### config.mk
export PLATFORM = sky130hd
export DESIGN_NAME = multicycle_ctrl
export DESIGN_NICKNAME = d
export VERILOG_FILES = /design/src/rtl/mctrl_pkg.sv /design/src/rtl/mctrl_wait_timer.sv /design/src/rtl/multicycle_ctrl.sv
export SDC_FILE = /design/constraint.sdc
export NUM_CORES = 1
export LEC_CHECK = 0
export ABC_AREA = 1
export CAP_MARGIN = 20
export CORE_MARGIN = 10
export CORE_UTILIZATION = 38
export DETAILED_ROUTE_END_ITERATION = 10
export PLACE_DENSITY = 0.8
export SLEW_MARGIN = 20
export SYNTH_ARGS = -nofsm -noshare
export SYNTH_HDL_FRONTEND = slang
export SYNTH_HIERARCHICAL = 1
export SYNTH_SLANG_ARGS = --single-unit
### constraint.sdc
create_clock -name clk -period 2.1 [get_ports clk]
set_input_delay 0.21 -clock clk [delete_from_list [all_inputs] [get_ports clk]]
set_output_delay 0.21 -clock clk [all_outputs]
set_load 0.05 [all_outputs]
### src/rtl/mctrl_pkg.sv
// rtl/mctrl_pkg.sv - state, opcode and datapath-select encodings for multicycle_ctrl
package mctrl_pkg;

  typedef enum logic [3:0] {
    S_FETCH   = 4'd0,
    S_DECODE  = 4'd1,
    S_MEMADR  = 4'd2,
    S_MEMRD   = 4'd3,
    S_MEMWB   = 4'd4,
    S_MEMWR   = 4'd5,
    S_EXEC    = 4'd6,
    S_RWB     = 4'd7,
    S_BRANCH  = 4'd8,
    S_ILLEGAL = 4'd9
  } state_t;

  localparam logic [6:0] OP_LOAD   = 7'b0000011;
  localparam logic [6:0] OP_STORE  = 7'b0100011;
  localparam logic [6:0] OP_BRANCH = 7'b1100011;
  localparam logic [6:0] OP_RTYPE  = 7'b0110011;
  localparam logic [2:0] F3_BEQ    = 3'b000;

  localparam logic [1:0] ALU_ADD   = 2'b00;
  localparam logic [1:0] ALU_SUB   = 2'b01;
  localparam logic [1:0] ALU_FUNCT = 2'b10;

  localparam logic [1:0] SRCB_RS2   = 2'b00;
  localparam logic [1:0] SRCB_FOUR  = 2'b01;
  localparam logic [1:0] SRCB_IMM   = 2'b10;
  localparam logic [1:0] SRCB_BRIMM = 2'b11;

  // Only beq is supported among branches, so funct3 matters for OP_BRANCH alone.
  function automatic state_t decode_next(input logic [6:0] op, input logic [2:0] f3);
    state_t nxt;
    case (op)
      OP_LOAD, OP_STORE: nxt = S_MEMADR;
      OP_RTYPE:          nxt = S_EXEC;
      OP_BRANCH:         nxt = (f3 == F3_BEQ) ? S_BRANCH : S_ILLEGAL;
      default:           nxt = S_ILLEGAL;
    endcase
    return nxt;
  endfunction

endpackage

### src/rtl/mctrl_wait_timer.sv
// rtl/mctrl_wait_timer.sv - memory wait counter and timeout compare
module mctrl_wait_timer #(
  parameter int MEM_TIMEOUT = 16,
  parameter int TMO_W       = 8
) (
  input  logic clk,
  input  logic rst_n,
  input  logic req,
  input  logic ack,
  input  logic restart,
  output logic timeout
);

  localparam bit               TMO_EN = (MEM_TIMEOUT != 0);
  localparam logic [TMO_W-1:0] LIMIT  = TMO_W'(MEM_TIMEOUT);

  logic [TMO_W-1:0] cnt;

  // An ack in the limit cycle wins over the timeout.
  assign timeout = TMO_EN && req && !ack && (cnt == LIMIT);

  always_ff @(posedge clk or negedge rst_n) begin
    if (!rst_n) begin
      cnt <= '0;
    end else if (!req || ack || timeout || restart) begin
      cnt <= '0;
    end else if (TMO_EN) begin
      cnt <= cnt + TMO_W'(1);
    end
  end

endmodule

### src/rtl/multicycle_ctrl.sv
// rtl/multicycle_ctrl.sv - multi-cycle RV64 control FSM (ld/sd/beq/R-type)
// Optional performance counters under MCTRL_PERF_EN.
module multicycle_ctrl
  import mctrl_pkg::*;
#(
  parameter int MEM_TIMEOUT = 16,
  parameter int TMO_W       = 8
`ifdef MCTRL_PERF_EN
  ,
  parameter int CNT_W       = 32
`endif
) (
  input  logic       clk,
  input  logic       rst_n,
  input  logic       run,
  input  logic [6:0] opcode,
  input  logic [2:0] funct3,
  input  logic       alu_zero,
  input  logic       mem_ack,
  output logic       mem_req,
  output logic       mem_read,
  output logic       mem_write,
  output logic       iord,
  output logic       ir_write,
  output logic       pc_write,
  output logic       pc_write_cond,
  output logic       pc_source,
  output logic       alu_src_a,
  output logic [1:0] alu_src_b,
  output logic [1:0] alu_op,
  output logic       mem_to_reg,
  output logic       reg_write,
  output logic       instr_done,
  output logic       illegal_op,
  output logic       bus_err
`ifdef MCTRL_PERF_EN
  ,
  output logic [CNT_W-1:0] cycle_cnt,
  output logic [CNT_W-1:0] instret_cnt
`endif
);

  state_t state, state_nxt;
  logic   fetch_pending, fetch_pending_nxt;
  logic   fetch_req;
  logic   timeout;
  logic   restart;

  // alu_zero qualifies pc_write_cond inside the datapath; the FSM never needs it.
  logic unused_alu_zero;
  assign unused_alu_zero = alu_zero;

  // run is only looked at until a fetch request is outstanding.
  assign fetch_req = (state == S_FETCH) && (run || fetch_pending);
  assign restart   = (state_nxt != state);

  mctrl_wait_timer #(
    .MEM_TIMEOUT(MEM_TIMEOUT),
    .TMO_W      (TMO_W)
  ) u_wait_timer (
    .clk    (clk),
    .rst_n  (rst_n),
    .req    (mem_req),
    .ack    (mem_ack),
    .restart(restart),
    .timeout(timeout)
  );

  always_ff @(posedge clk or negedge rst_n) begin
    if (!rst_n) begin
      state         <= S_FETCH;
      fetch_pending <= 1'b0;
    end else begin
      state         <= state_nxt;
      fetch_pending <= fetch_pending_nxt;
    end
  end

  always_comb begin
    state_nxt         = state;
    fetch_pending_nxt = 1'b0;
    mem_req           = 1'b0;
    mem_read          = 1'b0;
    mem_write         = 1'b0;
    iord              = 1'b0;
    ir_write          = 1'b0;
    pc_write          = 1'b0;
    pc_write_cond     = 1'b0;
    pc_source         = 1'b0;
    alu_src_a         = 1'b0;
    alu_src_b         = SRCB_RS2;
    alu_op            = ALU_ADD;
    mem_to_reg        = 1'b0;
    reg_write         = 1'b0;
    instr_done        = 1'b0;
    illegal_op        = 1'b0;
    bus_err           = 1'b0;
    case (state)
      S_FETCH: begin
        if (fetch_req) begin
          mem_req   = 1'b1;
          mem_read  = 1'b1;
          alu_src_b = SRCB_FOUR;
          if (mem_ack) begin
            ir_write  = 1'b1;
            pc_write  = 1'b1;
            state_nxt = S_DECODE;
          end else if (timeout) begin
            bus_err = 1'b1;
          end else begin
            fetch_pending_nxt = 1'b1;
          end
        end
      end
      S_DECODE: begin
        alu_src_b = SRCB_BRIMM;
        state_nxt = decode_next(opcode, funct3);
      end
      S_MEMADR: begin
        alu_src_a = 1'b1;
        alu_src_b = SRCB_IMM;
        state_nxt = (opcode == OP_STORE) ? S_MEMWR : S_MEMRD;
      end
      S_MEMRD: begin
        mem_req  = 1'b1;
        mem_read = 1'b1;
        iord     = 1'b1;
        if (mem_ack) begin
          state_nxt = S_MEMWB;
        end else if (timeout) begin
          bus_err   = 1'b1;
          state_nxt = S_FETCH;
        end
      end
      S_MEMWB: begin
        reg_write  = 1'b1;
        mem_to_reg = 1'b1;
        instr_done = 1'b1;
        state_nxt  = S_FETCH;
      end
      S_MEMWR: begin
        mem_req   = 1'b1;
        mem_write = 1'b1;
        iord      = 1'b1;
        if (mem_ack) begin
          instr_done = 1'b1;
          state_nxt  = S_FETCH;
        end else if (timeout) begin
          bus_err   = 1'b1;
          state_nxt = S_FETCH;
        end
      end
      S_EXEC: begin
        alu_src_a = 1'b1;
        alu_src_b = SRCB_RS2;
        alu_op    = ALU_FUNCT;
        state_nxt = S_RWB;
      end
      S_RWB: begin
        reg_write  = 1'b1;
        instr_done = 1'b1;
        state_nxt  = S_FETCH;
      end
      S_BRANCH: begin
        alu_src_a     = 1'b1;
        alu_src_b     = SRCB_RS2;
        alu_op        = ALU_SUB;
        pc_write_cond = 1'b1;
        pc_source     = 1'b1;
        instr_done    = 1'b1;
        state_nxt     = S_FETCH;
      end
      // PC was already advanced in fetch, so dropping here skips the instruction.
      S_ILLEGAL: begin
        illegal_op = 1'b1;
        instr_done = 1'b1;
        state_nxt  = S_FETCH;
      end
      default: state_nxt = S_FETCH;
    endcase
  end

`ifdef MCTRL_PERF_EN
  always_ff @(posedge clk or negedge rst_n) begin
    if (!rst_n) begin
      cycle_cnt   <= '0;
      instret_cnt <= '0;
    end else begin
      cycle_cnt <= cycle_cnt + CNT_W'(1);
      if (instr_done && !illegal_op) begin
        instret_cnt <= instret_cnt + CNT_W'(1);
      end
    end
  end
`endif

endmodule

==> reports/results.ini, run 1 <==
[critical_path]
critPathMaxFanout = 7
rr_worst_depth = 18
cp_cell_sequence = buf_12 > nor2_4 > nand2_4 > nand2_8 > inv_8 > nand2_8 > nand2_4 > nor2_4 > nor2_1 > nand2_1 > nand2_1 > nand2_2 > nand3_2 > a21oi_2 > nand3_2 > nor2_4 > nand2_4 > nor2_1
path_class = reg2reg
crit_path_end_kind = flop
cpMaxStageDelayCell = dfrtp_2
cp.required_ns = 2.32
start_kind = flop
cp.arrival_ns = 2.34
max_stage_delay_ns = 0.46

[synth]
ys_async_sr_fraction = 1.00
synth_top_family_by_area = simple AND/OR/NAND/NOR gates
syn-mean-instance-area_um2 = 6.43
synth_most_common_cell = nand2_1
ys_warn_count = 6
ys_top_cells_by_area = dfrtp_1 (31%), nand2_1 (13%), inv_1 (11%)
netlist_top_cells_count = nand2_1 (36), inv_1 (30), nor2_1 (29), dfrtp_1 (13), nand2_2 (8)
synthMuxAreaShare = 0
yosysTopAreaCell = dfrtp_1
synth-compound-area-share = 0.0688
synth.distinct_cells = 23
synth-xor-area-share = 0.0166
ys_seq_elements = 13
syn_nets = 181
syn_inst = 164
synthFlopType = dfrtp_1
synth_edf_count = 0
yosys.area_share.simple = 0.433
synth_top_area_share = 0.308
seq_area_frac_synth = 0.308
syn_area_um2 = 1050
synth-adder-area-share = 0.0237

[route]
dr_wl_met2_um = 1560
vias_per_cell = 4.78
post-route-drc-count = 0
wirelength_um = 3120
wl_per_cell_um = 12.1
dr.pass1.iters = 4
wl_met1_um = 1320
highest_layer = met4
ant_nets = 0
met3_length_um = 163
vias = 1233
drt_iter0_drc = 41

[clock_network]
cts_buffer_depth = 2
htree_levels = 1
clock_latency_ns = 0.28
cts_sinks = 13
cts_buffers = 3
cts_tree = yes
clkTransAtPathRegs_ns = 0.08
clock-root-buffer = clkbuf_4

[die]
die-area_um2 = 5280
fp-row-count = 19
die_h_um = 72.7
coreArea_um2 = 2710
die_x_um = 72.7
ios = 33
initial_utilization = 0.389

[timing]
fin_crit_ns = 2.12
hold_viol_final = 0
tightest_slew_ns = 0.596
slew_viol_final = 0
worst_slack_ns = -0.0210
rsz0062_at_grt = true
post-route-period-util = 1.01
fmax_mhz = 471
setup_viol = 6
skew_ns = 0.00361
setup_tns_ns = -0.0567
slew_headroom = 0.601

[run_status]
status = complete, but fails checks
violations = setup timing

[global_routing]
overflow = 0
grt_usage = 0.120
antenna_found_initial = 0
grt_pass1_wl_um = 5300
grt_max_degree = 14
grt_pass1_vias = 1238

[power_and_ir_drop]
powerDensity_nw_per_um2 = 999
ir_worst_vdd_mv = 0.989
power_w = 0.00182
leakage_nw = 0.934

[cells_and_area]
register_area_um2 = 329
nNetsFinal = 245
drive_gt1_frac = 0.423
multi_input_area_um2 = 677
stdcell_count = 258
area_growth_pct = 73.0
nFillCells = 226
antenna-diode-count = 0

[place]
io_buffers = 31
hpwl_um = 2410
dp.cells = 245
place_congestion = 0.871

[min_path]
min_path_type = in2async

[job]
drv_cap = 0

-- path summary, 6_finish.rpt --
| path | start | slack, ns | endpoint |
|---|---|---|---|
| max in group asynchronous | rst_n | 1.38 | state[3]$_DFF_PN0_ |
| min in group clk | u_wait_timer/cnt[6]$_DFF_PN0_ | 0.56 | u_wait_timer/cnt[6]$_DFF_PN0_ |
| hold reg to reg | u_wait_timer/cnt[6]$_DFF_PN0_ | 0.56 | u_wait_timer/cnt[6]$_DFF_PN0_ |
| setup / recovery | state[3]$_DFF_PN0_ | -0.02 | u_wait_timer/cnt[4]$_DFF_PN0_ |
| hold / removal | rst_n | 0.30 | fetch_pending$_DFF_PN0_ |
| setup reg to reg | state[3]$_DFF_PN0_ | -0.02 | u_wait_timer/cnt[4]$_DFF_PN0_ |
-- what timing repair did --
item | 4_1_cts | 5_1_grt
setup buffers | 5 | 4
pin swaps | 17 | 10
resized for setup | 8 | 6
hold buffers | 0 | 0
setup endpoints to repair | 8 | 9
-- layout by cell type, fill, tap and decap left out, types with 3 or more instances in the layout --
master / n
dfrtp_1: 10
nor2_2: 5
buf_4: 40
o21ai_0: 5
buf_12: 9
nand2_1: 34
nor2_4: 8
nand2_4: 3
clkdlybuf4s50_1: 13
nand3_1: 3
inv_1: 28
inv_2: 7
nor3_1: 5
nand2_2: 7
clkbuf_4: 3
nand3_2: 5
dfrtp_2: 3
nor2_1: 22
-- per-layer routing --
| layer | GRT usage | up-vias |
|---|---|---|
| met2 | 0.213 | 40 |
| met1 | 0.132 | 567 |
| li1 | - | 617 |
| met5 | 0 | - |
| met4 | 0.0591 | 0 |
| met3 | 0.0245 | 9 |
-- flip-flops by register name (all words and copies together), names as in the netlist --
name,cells
fetch_pending,1
u_wait_timer/cnt,8
state,4
-- report_power, final --
group	internal (W)	total (W)	switching (W)	leakage, nW
registers	0.000281	0.000317	0.0000356	0.174
logic	0.000591	0.00135	0.000755	0.745
clock network	0.0000738	0.000161	0.0000875	0.0150
total	0.000945	0.00182	0.000878	0.934
-- through the flow --
stage	utilization	hold slack, ns	cell area (µm²)	worst slack (ns)
4_1_cts	0.655	0.324	1770	-0.0466
2_1_floorplan	-	-0.0856	1120	0.00421
5_1_grt	0.673	0.348	1820	-0.130
6_report	0.673	0.298	1820	-0.0210
3_5_place_dp	0.618	0.534	1680	-0.163
3_3_place_gp	0.618	0.522	1680	-0.0760
-- worst max-delay path, delay by kind of cell, from the launching register on --
kind / cells / cell delay, ns
simple gates: 15 / 1.26
compound gates: 1 / 0.15
buf+inv: 2 / 0.18
flops: 1 / 0.46
-- cell type report --
class	instances	share of cell area
multi-input combinational	112	0.371
clock buffer	4	0.0144
sequential	13	0.180
inverter	36	0.0782
tap	31	0.0213
timing repair buffer	62	0.335
-- cell families (layout without fill, tap and decap cells) --
kind of cell / count (synthesis) / in the layout
adders and majority gates: 2 / 2
and+or+nand+nor: 96 / 96
buffers and inverters: 39 / 102
xor gates and xnor gates: 2 / 2
AOI/OAI and AO/OA: 12 / 12
DFF: 13 / 13
Note: power is estimated with default switching activity, not from simulation.
==> run 2: changes to the inputs <==
- CORE_UTILIZATION: 38 -> 40
- PLACE_DENSITY: 0.8 -> 0.82
==> reports/results.ini, run 2 (synthesized netlist as in run 1, its figures left out) <==
[timing]
slew_viol_final = 0
fmax_mhz = 464
tightest_slew_ns = 0.607
fin_crit_ns = 2.16
hold_viol_final = 0
worst_slack_ns = -0.0567
holdWs_ns = 0.292
skew_ns = 0.00696
slew_headroom = 0.594
rsz0062_at_grt = true
post-route-period-util = 1.03
setup_viol = 7

[die]
die_h_um = 71.4
initial_utilization = 0.422
coreArea_um2 = 2500
die_x_um = 71.4
die-area_um2 = 5090
ios = 33
fp-row-count = 18

[min_path]
min_path_type = in2async

[critical_path]
cpMaxStageDelayCell = dfrtp_2
cp_cell_sequence = nor2_4 > nand3_2 > nor2_4 > inv_4 > nand2_8 > nand2_4 > nor2_4 > nor2_1 > nand2_1 > nand2_1 > nand2_2 > nand3_2 > a21oi_2 > nand3_2 > nor2_4 > nand2_4 > nor2_2
crit_path_end_kind = flop
max_stage_delay_ns = 0.45
start_kind = flop
cp.required_ns = 2.33
critPathMaxFanout = 7
cp.arrival_ns = 2.38
crit_top_cell = nor2_4
path_class = reg2reg

[power_and_ir_drop]
leakage_nw = 0.944
ir_worst_vdd_mv = 1.36
powerDensity_nw_per_um2 = 1030

[clock_network]
cts_sinks = 13
clkTransAtPathRegs_ns = 0.09
cts_buffers = 3
clock-root-buffer = clkbuf_4
cts_tree = yes
cts_buffer_depth = 2
clock_latency_ns = 0.29
htree_levels = 1
cts_hold_buf = 0

[route]
post-route-drc-count = 0
drt_iter0_drc = 67
ant_nets = 0
vias = 1252
wl_per_cell_um = 13.1
wirelength_um = 3410
vias_per_cell = 4.82
dr.pass1.iters = 4

[run_status]
violations = setup timing
status = complete, but fails checks

[cells_and_area]
drive_gt1_frac = 0.435
stdcell_count = 260
antenna-diode-count = 0
nNetsFinal = 248
area_growth_pct = 74.3
final_common_cell = buf_4
largest_reg_flops = 8
layout_common_cells = buf_4 (45), nand2_1 (34), inv_1 (27)
nFillCells = 163
finalCoreUtilization = 0.735
reg.largest.list = u_wait_timer/cnt x8, state x4, fetch_pending x1
regMostFlops = u_wait_timer/cnt

[global_routing]
grt_pass1_wl_um = 5430
grt_usage = 0.125
grt_pass1_vias = 1231
overflow = 0
grt_max_degree = 14
antenna_found_initial = 0

[job]
drv_cap = 0

[place]
place_congestion = 0.837
dp_slack_ns = -0.150
hpwl_um = 2390
dp.cells = 242
io_buffers = 31

run 2: cell types whose count changed in the layout (fill, tap and decap cells not counted), sizes merged:
cell,previous run,this run
buf,49,52
run 2: report_power, final:
group | internal [W] | switching (W)
clock network | 0.0000739 | 0.0000966
logic | 0.000599 | 0.000810
registers | 0.000279 | 0.0000297
run 2: critical path, delay by kind of cell (launching register included):
| kind | cells | cell delay, ns |
|---|---|---|
| and+or+nand+nor | 15 | 1.43 |
| DFF | 1 | 0.45 |
| buffers and inverters | 1 | 0.07 |
| AOI/OAI and AO/OA | 1 | 0.14 |
run 2: cell type report:
cell class	instances	area (µm²)	area share
sequential	13	328	0.178
tap	30	37.5	0.0204
clock buffer	4	26.3	0.0143
inverter	36	143	0.0776
multi-input combinational	112	696	0.378
timing repair buffer	65	608	0.331
run 2: stage by stage:
stage	total power, W	TNS [ns]	area, µm²
floorplan	0.00101	0	1120
global placement	0.00148	-0.588	1630
detailed placement	0.00149	-1.12	1630
CTS	0.00177	-0.107	1750
global route	0.00197	-1.59	1840
finish	0.00189	-0.292	1840
run 2: routing by layer:
layer	GRT usage	vias to the layer above	wire length, µm	part of all wire
met1	0.144	584	1470	0.43
met2	0.216	37	1680	0.49
met5	0	-	0	0
met3	0.0248	9	159	0.047
li1	-	622	-	-
met4	0.0559	0	95	0.028
run 2: final timing paths:
kind                                                     from                       endpoint  slack (ns)  cells after the start
max in group asynchronous                               rst_n             state[3]$_DFF_PN0_        1.38                      1
worst max-delay path                       state[3]$_DFF_PN0_  u_wait_timer/cnt[0]$_DFF_PN0_       -0.06                     17
worst min register to register  u_wait_timer/cnt[0]$_DFF_PN0_  u_wait_timer/cnt[0]$_DFF_PN0_        0.53                      2
worst max register to register             state[3]$_DFF_PN0_  u_wait_timer/cnt[0]$_DFF_PN0_       -0.06                     17
worst min-delay path                                    rst_n             state[0]$_DFF_PN0_        0.29                      1
min in group clk                u_wait_timer/cnt[0]$_DFF_PN0_  u_wait_timer/cnt[0]$_DFF_PN0_        0.53                      2
run 2: repair_timing:
item / CTS / global route
cloned: 0 / 0
endpoints found under the setup margin: 9 / 11
buffers inserted: 8 / 7
resized for setup: 5 / 12
pin swaps: 8 / 23
